--- config.mk ---
export PLATFORM = sky130hd
export DESIGN_NAME = ex_mul_ctrl
export DESIGN_NICKNAME = d
export VERILOG_FILES = /design/src/rtl/ex_mul_ctrl.sv
export SDC_FILE = /design/constraint.sdc
export NUM_CORES = 1
export LEC_CHECK = 0
export BUFFER_PORTS_ARGS = -buffer_cell sky130_fd_sc_hd__buf_2
export CAP_MARGIN = 20
export CORE_ASPECT_RATIO = 1.1
export CORE_MARGIN = 2
export CORE_UTILIZATION = 58
export CTS_CLUSTER_SIZE = 12
export DETAILED_ROUTE_END_ITERATION = 8
export PLACE_DENSITY = 0.87
export SLEW_MARGIN = 20
export SYNTH_ARGS = -nofsm -noshare
export SYNTH_HDL_FRONTEND = slang
export SYNTH_SLANG_ARGS = --single-unit
export TNS_END_PERCENT = 10
--- constraint.sdc ---
create_clock -name clk -period 9.3 [get_ports clk]
set_input_delay 0.93 -clock clk [delete_from_list [all_inputs] [get_ports clk]]
set_output_delay 0.93 -clock clk [all_outputs]
set_load 0.01 [all_outputs]
--- src/rtl/ex_mul_ctrl.sv ---
// EX-stage sequencer for the multi-cycle multiplier: start/annul handshake, HI/LO/GPR update.
// Latency: write-back one cycle after mul_ready_i (two for accumulate ops).
// Backpressure: stallreq_o holds IF/ID/EX from accept until DONE; flush_i aborts in flight.
module ex_mul_ctrl #(
   parameter bit ACC_EN = 1'b1
) (
   input  logic        clk,
   input  logic        rst,
   input  logic [2:0]  op_i,
   input  logic [31:0] rs_i,
   input  logic [31:0] rt_i,
   input  logic [31:0] hi_i,
   input  logic [31:0] lo_i,
   input  logic        flush_i,
   output logic        mul_start_o,
   output logic        mul_annul_o,
   output logic        mul_signed_o,
   output logic [31:0] mul_op1_o,
   output logic [31:0] mul_op2_o,
   input  logic [63:0] mul_result_i,
   input  logic        mul_ready_i,
   output logic        stallreq_o,
   output logic        whilo_o,
   output logic [31:0] hi_o,
   output logic [31:0] lo_o,
   output logic        wreg_o,
   output logic [31:0] wdata_o
);

   localparam logic [2:0] OP_NOP   = 3'd0;
   localparam logic [2:0] OP_MULT  = 3'd1;
   localparam logic [2:0] OP_MUL   = 3'd3;
   localparam logic [2:0] OP_MADD  = 3'd4;
   localparam logic [2:0] OP_MSUB  = 3'd6;

   typedef enum logic [1:0] {
      ST_IDLE = 2'd0,
      ST_WAIT = 2'd1,
      ST_ACC  = 2'd2,
      ST_DONE = 2'd3
   } state_t;

   state_t      state_q, state_d;
   logic [2:0]  op_q, op_d;
   logic [31:0] op1_q, op1_d;
   logic [31:0] op2_q, op2_d;
   logic        signed_q, signed_d;
   logic        start_q, start_d;
   logic        annul_q, annul_d;
   logic [63:0] prod_q, prod_d;
   logic [31:0] hi_q, hi_d;
   logic [31:0] lo_q, lo_d;
   logic [31:0] wdata_q, wdata_d;

   logic        accept;
   logic        op_is_acc;
   logic        op_is_sub;
   logic        op_is_mul;
   logic [63:0] acc_sum;

   // Accept a valid op in IDLE; accumulate ops only exist when ACC_EN is set
   always_comb begin
      accept = 1'b0;
      if (state_q == ST_IDLE && !flush_i && op_i != OP_NOP) begin
         accept = ACC_EN ? 1'b1 : (op_i < OP_MADD);
      end
   end

   // Decode of the latched op and the 64-bit accumulate (wraps modulo 2^64)
   always_comb begin
      op_is_acc = (op_q >= OP_MADD);
      op_is_sub = (op_q >= OP_MSUB);
      op_is_mul = (op_q == OP_MUL);
      acc_sum   = op_is_sub ? ({hi_i, lo_i} - prod_q) : ({hi_i, lo_i} + prod_q);
   end

   // State register and all datapath flops
   always_ff @(posedge clk) begin
      if (rst) begin
         state_q  <= ST_IDLE;
         op_q     <= 3'd0;
         op1_q    <= 32'd0;
         op2_q    <= 32'd0;
         signed_q <= 1'b0;
         start_q  <= 1'b0;
         annul_q  <= 1'b0;
         prod_q   <= 64'd0;
         hi_q     <= 32'd0;
         lo_q     <= 32'd0;
         wdata_q  <= 32'd0;
      end else begin
         state_q  <= state_d;
         op_q     <= op_d;
         op1_q    <= op1_d;
         op2_q    <= op2_d;
         signed_q <= signed_d;
         start_q  <= start_d;
         annul_q  <= annul_d;
         prod_q   <= prod_d;
         hi_q     <= hi_d;
         lo_q     <= lo_d;
         wdata_q  <= wdata_d;
      end
   end

   // Next-state and next-datapath logic; operands/sign only load on accept so they stay frozen while start is high
   always_comb begin
      state_d  = state_q;
      op_d     = op_q;
      op1_d    = op1_q;
      op2_d    = op2_q;
      signed_d = signed_q;
      start_d  = start_q;
      annul_d  = 1'b0;
      prod_d   = prod_q;
      hi_d     = hi_q;
      lo_d     = lo_q;
      wdata_d  = wdata_q;
      case (state_q)
         ST_IDLE: begin
            if (accept) begin
               op_d     = op_i;
               op1_d    = rs_i;
               op2_d    = rt_i;
               signed_d = (op_i == OP_MULT) || (op_i == OP_MUL) ||
                          (op_i == OP_MADD) || (op_i == OP_MSUB);
               start_d  = 1'b1;
               state_d  = ST_WAIT;
            end
         end
         ST_WAIT: begin
            if (flush_i) begin
               start_d = 1'b0;
               annul_d = 1'b1;
               state_d = ST_IDLE;
            end else if (mul_ready_i) begin
               prod_d = mul_result_i;
               if (op_is_acc) begin
                  state_d = ST_ACC;
               end else begin
                  if (op_is_mul) begin
                     wdata_d = mul_result_i[31:0];
                  end else begin
                     hi_d = mul_result_i[63:32];
                     lo_d = mul_result_i[31:0];
                  end
                  state_d = ST_DONE;
               end
            end
         end
         ST_ACC: begin
            if (flush_i) begin
               start_d = 1'b0;
               state_d = ST_IDLE;
            end else begin
               hi_d    = acc_sum[63:32];
               lo_d    = acc_sum[31:0];
               state_d = ST_DONE;
            end
         end
         ST_DONE: begin
            // Multiplier is released on this edge; the next op can start after one idle cycle
            start_d = 1'b0;
            state_d = ST_IDLE;
         end
         default: begin
            start_d = 1'b0;
            state_d = ST_IDLE;
         end
      endcase
   end

   // Output decode: write enables only in DONE and suppressed by a same-cycle flush
   always_comb begin
      mul_start_o  = start_q;
      mul_annul_o  = annul_q;
      mul_signed_o = signed_q;
      mul_op1_o    = op1_q;
      mul_op2_o    = op2_q;
      hi_o         = hi_q;
      lo_o         = lo_q;
      wdata_o      = wdata_q;
      stallreq_o   = accept || (state_q == ST_WAIT) || (state_q == ST_ACC);
      whilo_o      = (state_q == ST_DONE) && !flush_i && !op_is_mul;
      wreg_o       = (state_q == ST_DONE) && !flush_i && op_is_mul;
   end

endmodule
==> impl_summary.txt <==
----------------------------------------------------
[Die]
  Effective utilization at floorplan ... 58.9%
  Area of the core region ... 23600 um^2
  Die width ... 152 um
  Die Outline Area ... 25200 um^2
  Die H ... 166 um
  Top-level port count ... 365
  Count of standard-cell rows ... 59

[Flow run]
  Count of max-cap constraint violations ... 0

[Clocking]
  Number of H-tree levels ... 1
  Clock transition at the registers of the reported paths ... 0.06 ns
  Buffer cell driving the clock tree root ... sky130_fd_sc_hd__clkbuf_16
  Num Clock Sinks ... 232
  Setup Buffers After CTS ... 0
  TritonCTS clock tree ... done
  Number of buffers added by the clock tree synthesis step ... 26
  Count of hold-fix buffers inserted at cts ... 0
  Worst-skew pair later-pin latency ... 0.55 ns
  Max Buffers Root-to-Sink ... 3
  Post-cts resize count ... 0

[Worst setup path]
  Slack of the worst reg-to-reg path ... 3.92 ns
  Number of cells on the worst reg-to-reg path ... 18
  Worst EP arrival ... 5.85 ns
  Kind of start point of the critical path ... flip-flop
  Worst reg2reg startpoint ... prod_q[20]
  Worst setup EP type ... flip-flop
  End of the worst register-to-register path ... hi_o[31]
  Start-to-end type of the worst setup path ... reg -> reg
  Worst-path maximum fanout ... 10
  Required time of the worst setup path ... 9.77 ns

[Timing]
  Post-route clock period utilization ... 57.8%
  Setup-failing EPs final ... 0
  Slew at the pin with the worst max-slew slack ... 0.961 ns
  Max Clock Freq ... 186 MHz
  RSZ-0062 raised after global routing ... no
  Worst hold slack across all endpoints ... 0.451 ns
  Post-layout min period ... 5.38 ns
  Final-layout setup total negative slack ... 0 ns
  Count of pins over their slew limit ... 0
  Headroom to the max-slew limit ... 35.9%
  Hold violation count in the final report ... 0
  Worst clock skew ... 0.0152 ns

[Pwr]
  Power spent charging and discharging nets ... 2100 uW
  Portion of total power attributed to combinational logic ... 55.0%
  Power per standard cell area ... 286 nW/um^2
  Clock network fraction of total power ... 21.7%
  Share of power burned in registers ... 23.3%
  Internal power ... 2670 uW
  Static Leak ... 0.00709 uW
  Net switching share of the total power ... 43.9%
  Peak ir drop on the vdd network ... 0.148 mV

[Cells and area]
  Core utilization of the finished layout ... 70.6%
  Area growth from synthesis to layout ... 19.9%
  Commonest cells after routing, fill and taps aside ... 413 x sky130_fd_sc_hd__nand2_1, 363 x sky130_fd_sc_hd__buf_2, 285 x sky130_fd_sc_hd__a21oi_1
  Share of final-layout standard cells stronger than drive strength 1 ... 20.4%
  Count of non-filler cells in the finished layout ... 2470
  Leading cell type in the layout, fill and taps excluded ... sky130_fd_sc_hd__nand2_1
  Total number of nets in the final design ... 2414

[Drt]
  DRC ... 0
  Avg WL per Cell ... 19.0 um
  Vias after detailed routing ... 14813
  Post-detailed-route count of antenna-violating nets ... 0
  Number of detailed-route iterations in the first pass ... 6
  Detailed-route vias per instance ... 6.00
  Number of DRC violations after detailed-routing iteration 0 ... 912
  Final routed wirelength across all metal layers ... 46.8 mm

[Status]
  Outcome ... finished, final reports clean

[Yosys]
  Post-synth net total ... 2126
  Avg Inst Size Synth ... 7.48 um^2
  Share of flip-flops with an asynchronous set or reset ... 0%
  Distinct cells, synth ... 73
  Most instantiated flip-flop cell in the synthesis netlist ... sky130_fd_sc_hd__dfxtp_1
  Count of state elements after synthesis ... 232
  EDFF count, synth ... 0
  Netlist Area Pre-Place ... 13900 um^2
  Post-synthesis cell count ... 1858
  Yosys warns ... 0
  Fraction of the yosys area taken by sequential cells ... 33.4%

[Hold path]
  Path type of the worst min-delay path ... reg -> reg
  Worst Hold Path Cells ... 2
  Startpoint of the tightest hold check path ... mul_op1_o[23]
  Worst Hold Endpoint ... mul_op1_o[23]

[Global routing]
  Total grt overflow ... 0
  Antenna violations before repair ... 6
  Overall global routing resource usage ... 35.6%
  Wire length of the first global-routing pass ... 72.7 mm
  Largest net degree at the start of global routing ... 93
  Number of global-route vias before repair ... 14084

[Place]
  Half-perimeter wire length after placement ... 35.0 mm
  Placed cell count ... 2423
  Number of buffers inserted by port buffering ... 364
  GPL Wtd Cong ... 0.986

----------------------------------------------------
through the flow:
stage / setup WS (ns) / total power, uW / cell area [um^2]
3_3_place_gp: 4.15 / 3670 / 15800
5_1_grt: 3.59 / 5040 / 16700
3_5_place_dp: 4.09 / 3680 / 15800
2_1_floorplan: 4.67 / 3000 / 13900
4_1_cts: 4.08 / 4720 / 16700
6_report: 3.92 / 4770 / 16700
layout make-up:
class                   count  area [um^2]
well taps                 305          382
repair buffers            376         1920
multi-input cells        1484         8770
diodes                      3         7.51
clock inverters             8          108
fillers                  2023         6950
flip-flops and latches    232         4640
inverters                  26         97.6
clock buffers              36          748
critical path, stage by stage (launching register included):
cell and delay [ns]:
sky130_fd_sc_hd__dfxtp_1 0.36, sky130_fd_sc_hd__or4_1 0.60, sky130_fd_sc_hd__nor3_2 0.34, sky130_fd_sc_hd__nand4b_1 0.44
sky130_fd_sc_hd__or3_1 0.53, sky130_fd_sc_hd__nor3_1 0.40, sky130_fd_sc_hd__a31oi_1 0.17, sky130_fd_sc_hd__xnor2_1 0.17
sky130_fd_sc_hd__ha_1 0.45, sky130_fd_sc_hd__nand2_1 0.16, sky130_fd_sc_hd__nor3_1 0.38, sky130_fd_sc_hd__nand3_1 0.19
sky130_fd_sc_hd__nor2_1 0.17, sky130_fd_sc_hd__nand2_1 0.07, sky130_fd_sc_hd__or3_1 0.38, sky130_fd_sc_hd__o211ai_1 0.12
sky130_fd_sc_hd__xnor2_1 0.14, sky130_fd_sc_hd__nand3_1 0.10, sky130_fd_sc_hd__a21oi_2 0.15
how the worst max path moves through the flow:
stage,start,endpoint,cells past startpoint
after detailed placement,prod_q[20],hi_o[31],18
after floorplan,prod_q[26],hi_o[31],19
final,prod_q[20],hi_o[31],18
after global routing,prod_q[0],hi_o[20],19
after global placement,prod_q[0],hi_o[24],17
after CTS,prod_q[20],hi_o[31],18
synthesized netlist by cell type (all sizes together), types with 4 or more instances:
| cell | instances | area share, % |
|---|---|---|
| nand2 | 414 | 11 |
| a21oi | 287 | 10 |
| dfxtp | 232 | 33 |
| nor2 | 139 | 3.8 |
| clkbuf | 101 | 2.7 |
| xnor2 | 69 | 4.3 |
| ha | 68 | 6.1 |
| o21ai | 59 | 2.1 |
| a211oi | 51 | 2.8 |
| xor2 | 49 | 3.1 |
| mux2i | 45 | 3.2 |
| a21o | 34 | 1.8 |
| nor3 | 29 | 1.1 |
| inv | 26 | 0.70 |
| nand4 | 17 | 0.76 |
| nand3 | 16 | 0.58 |
| o21bai | 16 | 0.86 |
| a31oi | 15 | 0.67 |
| buf | 15 | 0.46 |
| o31ai | 15 | 0.94 |
| nand2b | 14 | 0.63 |
| o211ai | 13 | 0.70 |
| nor3b | 12 | 0.73 |
| or3 | 12 | 0.58 |
| nor4 | 11 | 0.65 |
| and3 | 9 | 0.40 |
| o21a | 9 | 0.49 |
| or4 | 9 | 0.57 |
| o41ai | 7 | 0.44 |
| and2 | 6 | 0.27 |
| nor2b | 6 | 0.27 |
| o22ai | 6 | 0.27 |
| a21boi | 4 | 0.22 |
| a22oi | 4 | 0.22 |
| a311oi | 4 | 0.25 |
| or2 | 4 | 0.18 |
registers in the layout, indices dropped and copies added, names as in the netlist:
register,cells
mul_op1_o,32
wdata_o,32
mul_signed_o,1
lo_o,32
mul_annul_o,1
mul_start_o,1
mul_op2_o,32
op_q,3
state_q,2
hi_o,32
prod_q,64
power groups by stage:
stage                     Combinational [uW]  Clock, uW  Sequential [uW]
after floorplan                         1860          0             1150
after global placement                  2540          0             1130
after detailed placement                2550          0             1130
after CTS                               2570       1040             1110
after global routing                    2850       1080             1120
final                                   2630       1030             1110
per-layer routing:
layer	wire length, um	global-route usage (%)
met1	18900	44.8
met2	21900	58.6
met3	3500	5.93
met4	2590	17.6
met5	32	0
kinds of logic (layout without fill, tap and decap cells):
group | Yosys count | after routing | synth area share (%)
buf+inv | 142 | 446 | 3.89
other cells | 0 | 3 | 0
xor+xnor | 118 | 118 | 7.43
simple gates | 710 | 710 | 22.4
compound gates | 541 | 541 | 23.3
mux | 46 | 46 | 3.32
fa+ha+maj | 69 | 69 | 6.26
flops | 232 | 232 | 33.4
No activity file was read; power rests on OpenSTA's default activity.
